$ cat config.mk
export PLATFORM = sky130hd
export DESIGN_NAME = instruction_fetch_unit_flat
export DESIGN_NICKNAME = d
export VERILOG_FILES = /design/src/rtl/instruction_fetch_unit_if.sv /design/src/rtl/instruction_fetch_unit.sv /design/src/flat_wrapper.sv
export SDC_FILE = /design/constraint.sdc
export NUM_CORES = 1
export LEC_CHECK = 0
export ABC_AREA = 1
export CAP_MARGIN = 20
export CORE_MARGIN = 5
export CORE_UTILIZATION = 35
export CTS_BUF_LIST = sky130_fd_sc_hd__clkbuf_2
export CTS_CLUSTER_DIAMETER = 60
export DETAILED_ROUTE_END_ITERATION = 6
export GPL_TIMING_DRIVEN = 1
export PLACE_DENSITY = 0.7
export SYNTH_ARGS = -nofsm -noshare
export SYNTH_HDL_FRONTEND = slang
export SYNTH_SLANG_ARGS = --single-unit
export TNS_END_PERCENT = 50
$ cat constraint.sdc
create_clock -name clk -period 1.5 [get_ports clk]
set_input_delay 0.3 -clock clk [delete_from_list [all_inputs] [get_ports clk]]
set_output_delay 0.3 -clock clk [all_outputs]
set_load 0.05 [all_outputs]
$ cat src/rtl/instruction_fetch_unit_if.sv
// Fetch unit bus: instruction memory read port,
// decode-side valid/stall stream and branch redirect.
interface instruction_fetch_unit_if;
    logic [31:0] imem_address;
    logic [31:0] imem_instruction;
    logic        stall;
    logic        redirect_valid;
    logic [31:0] redirect_pc;
    logic        if_valid;
    logic [31:0] if_pc;
    logic [31:0] if_instruction;
    logic        fetch_error;

    modport master (
        output imem_address,
        input  imem_instruction,
        input  stall,
        input  redirect_valid,
        input  redirect_pc,
        output if_valid,
        output if_pc,
        output if_instruction,
        output fetch_error
    );

    modport slave (
        input  imem_address,
        output imem_instruction,
        output stall,
        output redirect_valid,
        output redirect_pc,
        input  if_valid,
        input  if_pc,
        input  if_instruction,
        input  fetch_error
    );
endinterface

$ cat src/rtl/instruction_fetch_unit.sv
// Sequential instruction fetch over a 1-cycle registered memory,
// with stall hold buffer, redirect and sticky fault detection.
module instruction_fetch_unit #(
    parameter logic [31:0] RESET_PC   = 32'h0000_0000,
    parameter int unsigned IMEM_BYTES = 128
) (
    input logic                       clk,
    input logic                       resetn,
    instruction_fetch_unit_if.master  bus
);

    localparam logic [31:0] LAST_PC = 32'(IMEM_BYTES - 4);

    typedef enum logic [1:0] {
        BOOT,
        RUN,
        STALL,
        ERROR
    } state_t;

    state_t      state;
    logic [31:0] fetch_pc;
    logic [31:0] resp_pc;
    logic        resp_valid;
    logic [31:0] hold_instr;

    logic fetch_bad;
    logic redir_bad;

    assign fetch_bad = (fetch_pc[1:0] != 2'b00)
                     || (fetch_pc > LAST_PC);
    assign redir_bad = (bus.redirect_pc[1:0] != 2'b00)
                     || (bus.redirect_pc > LAST_PC);

    always_ff @(posedge clk) begin
        if (!resetn) begin
            state      <= BOOT;
            fetch_pc   <= RESET_PC;
            resp_pc    <= 32'h0;
            resp_valid <= 1'b0;
            hold_instr <= 32'h0;
        end else if (state != ERROR) begin
            if (bus.redirect_valid) begin
                resp_valid <= 1'b0;
                if (redir_bad) begin
                    state <= ERROR;
                end else begin
                    state    <= RUN;
                    fetch_pc <= bus.redirect_pc;
                end
            end else if (state == STALL && bus.stall) begin
                state <= STALL;
            end else if (state == RUN && bus.stall
                         && resp_valid) begin
                // memory re-reads next address, so park the word
                hold_instr <= bus.imem_instruction;
                state      <= STALL;
            end else if (fetch_bad) begin
                state      <= ERROR;
                resp_valid <= 1'b0;
            end else begin
                state      <= RUN;
                resp_pc    <= fetch_pc;
                resp_valid <= 1'b1;
                fetch_pc   <= fetch_pc + 32'd4;
            end
        end
    end

    assign bus.imem_address = fetch_pc;
    assign bus.if_valid     = resp_valid && (state != ERROR);
    assign bus.if_pc        = resp_pc;
    assign bus.fetch_error  = (state == ERROR);

    always_comb begin
        bus.if_instruction = 32'h0;
        if (resp_valid) begin
            if (state == STALL)
                bus.if_instruction = hold_instr;
            else
                bus.if_instruction = bus.imem_instruction;
        end
    end

endmodule
$ cat src/flat_wrapper.sv
// flat-port wrapper written by rule: the top's interface ports become plain ports
module instruction_fetch_unit_flat 
#(
    parameter logic [31:0] RESET_PC   = 32'h0000_0000,
    parameter int unsigned IMEM_BYTES = 128
)
  (clk, resetn, bus_imem_address, bus_imem_instruction, bus_stall, bus_redirect_valid, bus_redirect_pc, bus_if_valid, bus_if_pc, bus_if_instruction, bus_fetch_error);
  instruction_fetch_unit_if bus_i ();
  input logic clk;
  input logic resetn;
  output wire logic [$bits(bus_i.imem_address)-1:0] bus_imem_address;
  input wire logic [$bits(bus_i.imem_instruction)-1:0] bus_imem_instruction;
  input wire logic [$bits(bus_i.stall)-1:0] bus_stall;
  input wire logic [$bits(bus_i.redirect_valid)-1:0] bus_redirect_valid;
  input wire logic [$bits(bus_i.redirect_pc)-1:0] bus_redirect_pc;
  output wire logic [$bits(bus_i.if_valid)-1:0] bus_if_valid;
  output wire logic [$bits(bus_i.if_pc)-1:0] bus_if_pc;
  output wire logic [$bits(bus_i.if_instruction)-1:0] bus_if_instruction;
  output wire logic [$bits(bus_i.fetch_error)-1:0] bus_fetch_error;
  assign bus_imem_address = bus_i.imem_address;
  assign bus_i.imem_instruction = bus_imem_instruction;
  assign bus_i.stall = bus_stall;
  assign bus_i.redirect_valid = bus_redirect_valid;
  assign bus_i.redirect_pc = bus_redirect_pc;
  assign bus_if_valid = bus_i.if_valid;
  assign bus_if_pc = bus_i.if_pc;
  assign bus_if_instruction = bus_i.if_instruction;
  assign bus_fetch_error = bus_i.fetch_error;
  instruction_fetch_unit #(.RESET_PC(RESET_PC), .IMEM_BYTES(IMEM_BYTES)) u_core (.clk(clk), .resetn(resetn), .bus(bus_i));
endmodule
* Yosys cells after proc, flatten, opt, wreduce, memory -nomap -nowiden
Index checks and enable logic that the tools add are counted.
Word-level totals: word-level logic and storage cells 48, output and inout port bits 98, bits of input ports 68, bits in registers 99
Operators by class: mux-type cells 16, eq/ne operators 8, order comparisons 2, add/subtract/negate cells 1, bitwise operators 4, reductions and logical operators 12
Operators with widths (count):
- two-way mux 32 bit | 7
- > comparator 32 x 7 -> 1 bit, second input constant | 2
- adder 32 x 3 -> 32 bit, second input constant | 1
- two-way mux 2 bit | 5
- != test 2 bit, second input constant | 5
- AND reduction 5 bit | 2
- equality test 2 bit, second input constant | 2
- logical AND 1 bit | 4
- two-way mux 1 bit | 4
- inverter 1 bit | 4
- AND reduction 4 bit | 1
- nonzero test 2 bit | 2
- AND reduction 3 bit | 1
- equality test 2 x 1 -> 1 bit, second input constant | 1
- logical OR 1 bit | 2

* Depth between registers and ports, before layout
depth in word-level cells 6, gate-level depth with buffers 12, mapped depth without buffers 10

* Worst setup path after synthesis
Ideal clock, no wire load.
kind reg-to-output, start reg u_core.state[1], end out bus_if_instruction[19], cell stages (with the launch flop) 7, arrival time 1.783 ns, setup slack -0.583 ns, data required time 1.200 ns, path buffers 2, cells stage by stage dfxtp_1 -> inv_1 -> nor2_1 -> buf_2 -> clkbuf_1 -> o21ai_0 -> a21oi_1
On the way: longest elaborated chain between the ends 3
Ends and longest elaborated chain:
- from (decl) | RTL line instruction_fetch_unit.sv:21 | state_t state;
- from (signal assigned) | RTL line instruction_fetch_unit.sv:37 | state <= BOOT;
- from (signal assigned) | RTL line instruction_fetch_unit.sv:46 | state <= ERROR;
- from (signal assigned) | RTL line instruction_fetch_unit.sv:48 | state <= RUN;
- equality test 2 bit | RTL line instruction_fetch_unit.sv:78 | if (state == STALL)
- two-way mux 32 bit | RTL line instruction_fetch_unit.sv:78
- two-way mux 32 bit | RTL line instruction_fetch_unit.sv:77 | if (resp_valid) begin
- to (decl) | RTL line flat_wrapper.sv:18 | output wire logic [$bits(bus_i.if_instruction)-1:0] bus_if_instruction;
Every way passes these cells.

* Worst setup path in the final report
start reg u_core.state[1], end out bus_if_instruction[16]
Same word-level chain as after synthesis.

==> results_dict.tcl <==
set metrics [dict create \
    min-delay-start "bus_redirect_pc[3]" \
    post-route-period-util_pct 140 \
    clock-sinks 99 \
    fp.dieArea_sq_um 13600 \
    cts_inserted_buffers 9 \
    violations "setup timing" \
    ys_seq_area_share_pct 49.6 \
    setup_viol 98 \
    drt_iter0_drc 272 \
    cts.clk_slew.worst_paths_ns 0.28 \
    dr.pass1.iters 4 \
    start_util_pct 35.3 \
    synth_top_cell_by_area "dfxtp_1" \
    grt_first_pass_wirelength_um 21400 \
    netlist_area_sq_um 3990 \
    clockRootBuffer "clkbuf_2" \
    holdWs_ns 0.371 \
    worstPathArrival_ns 1.80 \
    critPathKind "reg -> out" \
    nNetsFinal 803 \
    synthCells 535 \
    core_sq_um 11300 \
    vias_per_cell 4.85 \
    dp.cells 849 \
    maxCapViolations 0 \
    slew_violations 0 \
    final_cells 882 \
    dieWidth_um 117 \
    rows 39 \
    synth_fp_nets 604 \
    area_growth_pct 102 \
    ys_top_cells_by_area "dfxtp_1 (50%), a21oi_1 (9.0%), o21ai_0 (8.5%), nor2_1 (7.1%), nand2_1 (6.1%)" \
    hold_viol_final 0 \
    layout-drive-gt1-share_pct 42.9 \
    clock_latency_ns 0.55 \
    final_common_cell "buf_12" \
    r2r_start "u_core.state[1]" \
    clockBufferDepth 2 \
    timing.rr.end "u_core.bus.if_pc[27]" \
    start_kind "register" \
    place.gp.congestion 0.808 \
    drc 0 \
    rsz0062_at_grt "yes" \
    ir_worst_vdd_uv 676 \
    dp_hpwl_um 10200 \
    die_h_um 117 \
    cts_htree_levels 3 \
    synth_cell_types 24 \
    power_leakage_uw 0.00310 \
    r2r_slack_ns -0.11 \
    crit_fanout 5 \
    grt-ovfl-total 0 \
    most-common-layout-cells "buf_12 (109), nor2_1 (72), clkdlybuf4s50_1 (67)" \
    ant_nets 0 \
    ys_warn_count 0 \
    preCtsSetupSlack_ns -0.389 \
    status "finished, violations left" \
    dr_total_vias 4274 \
    antenna_found_initial 0 \
    synth_area_per_cell_sq_um 7.47 \
    skew_ns 0.0238 \
    finalPower_uw 5800 \
    fin_ws_ns -0.603 \
    fin_setup_tns_ns -23.30 \
    cts_tree "built" \
    hold_class "in -> reg" \
    cp-end-kind "output port" \
    fillers 813 \
    netlist.area_leader.share_pct 49.6 \
    period_needed_ns 2.10 \
    io_buffers 165 \
    grt_pass1_vias 4384 \
    postCtsHoldBufs 0 \
    worstPathRequired_ns 1.20 \
    holdPathStages 5 \
    wirelength_um 14000 \
    timing.fmax_ghz 0.475 \
    worst_pin_slew_ns 0.360 \
    whs_endpoint "u_core.bus.imem_address[3]" \
    io_pins 166 \
    groute.usage.overall_pct 19.9 \
    ys_ff_latch 99 \
    relSlewSlack_pct 75.7 \
    wire_per_inst_um 15.9 \
    reg2reg_depth 12 \
    grt_max_degree 44 \
    power.density_nw_per_um2 718 \
    antenna_cells 0 \
]
## what timing repair did
action                                  CTS  global route
buffers inserted                         10             4
hold endpoints to repair                  0             0
pin swaps                                 5             0
endpoints found under the setup margin   84           129
resized for setup                        56            35
cloned                                    2             3
## critical path, cell delays in order, from the launching register on
cell and delay [ns]:
dfxtp_2 0.39, inv_2 0.05, nor2_4 0.15, buf_12 0.15, clkbuf_16 0.15, o21ai_2 0.07
a21oi_4 0.15, buf_12 0.15
## how the worst max path moves through the flow
stage	from	endpoint	slack [ns]	depth (start not counted)
after floorplan	u_core.state[1]	bus_if_instruction[19]	-0.11	6
after global placement	bus_redirect_valid	u_core.bus.imem_address[20]	-0.36	10
after detailed placement	bus_redirect_valid	u_core.bus.imem_address[25]	-0.39	10
after CTS	u_core.state[1]	bus_if_instruction[3]	-0.68	7
after global routing	u_core.state[1]	bus_if_instruction[29]	-0.71	6
final	u_core.state[1]	bus_if_instruction[16]	-0.60	7
## area by class of cell
| cell class | count | area [sq um] | share of cell area (%) |
|---|---|---|---|
| inverters | 65 | 246 | 3.05 |
| clock inverters | 6 | 95.1 | 1.18 |
| clock buffers | 10 | 50.0 | 0.620 |
| well taps | 143 | 179 | 2.22 |
| repair buffers | 222 | 3340 | 41.3 |
| multi-input cells | 337 | 2070 | 25.6 |
| flip-flops and latches | 99 | 2100 | 26.0 |
## per-layer routing
layer / vias to the layer above / share of wire, % / track usage (%)
li1: 2111 / - / -
met1: 2012 / 38 / 22.2
met2: 130 / 51 / 34.8
met3: 21 / 9.3 / 7.71
met4: 0 / 1.7 / 6.50
met5: - / 0 / 0
## cell usage after synthesis
cell type / n
xor2_1: 2
nor2_2: 3
nor2_8: 1
nand3_1: 14
buf_4: 2
inv_1: 64
nand3_4: 1
buf_2: 4
xnor2_1: 1
dfxtp_1: 99
nand2_1: 65
ha_1: 1
nor2_1: 76
buf_6: 4
o21ai_0: 68
and2_0: 1
buf_1: 1
inv_4: 1
a21oi_1: 72
or2_2: 1
nand4_1: 12
clkbuf_1: 23
nor3_1: 5
nand2_2: 14
## sequential cells by signal, indices dropped and copies added (netlist names)
name,count
u_core.state,2
u_core.hold_instr,32
u_core.resp_valid,1
u_core.bus.imem_address,32
u_core.bus.if_pc,32
## logic make-up (layout without fill, tap and decap cells)
logic type               after synthesis  in the layout  synth area share, %
AO/OA/AOI/OAI                        140            140                 17.5
XOR/XNOR                               3              3                0.658
adder cells (fa/ha/maj)                1              1                0.313
buffers and inverters                 99            303                 10.4
flip-flops                            99             99                 49.6
AND/OR/NAND/NOR                      193            193                 21.4
## through the flow
stage | cell area, sq um | utilization, %
after floorplan | 4480 | -
after global placement | 7460 | 65.9
after detailed placement | 7460 | 65.9
after CTS | 7880 | 69.6
final | 8080 | 71.3
after global routing | 8080 | 71.3
## power by group
group          switching, uW  internal [uW]  total (uW)  leakage, uW
Clock                    928            582        1510    0.0000875
Sequential              35.1           2660        2690     0.000837
Combinational            805            792        1600      0.00217
Power figures use the tool's default switching activity.
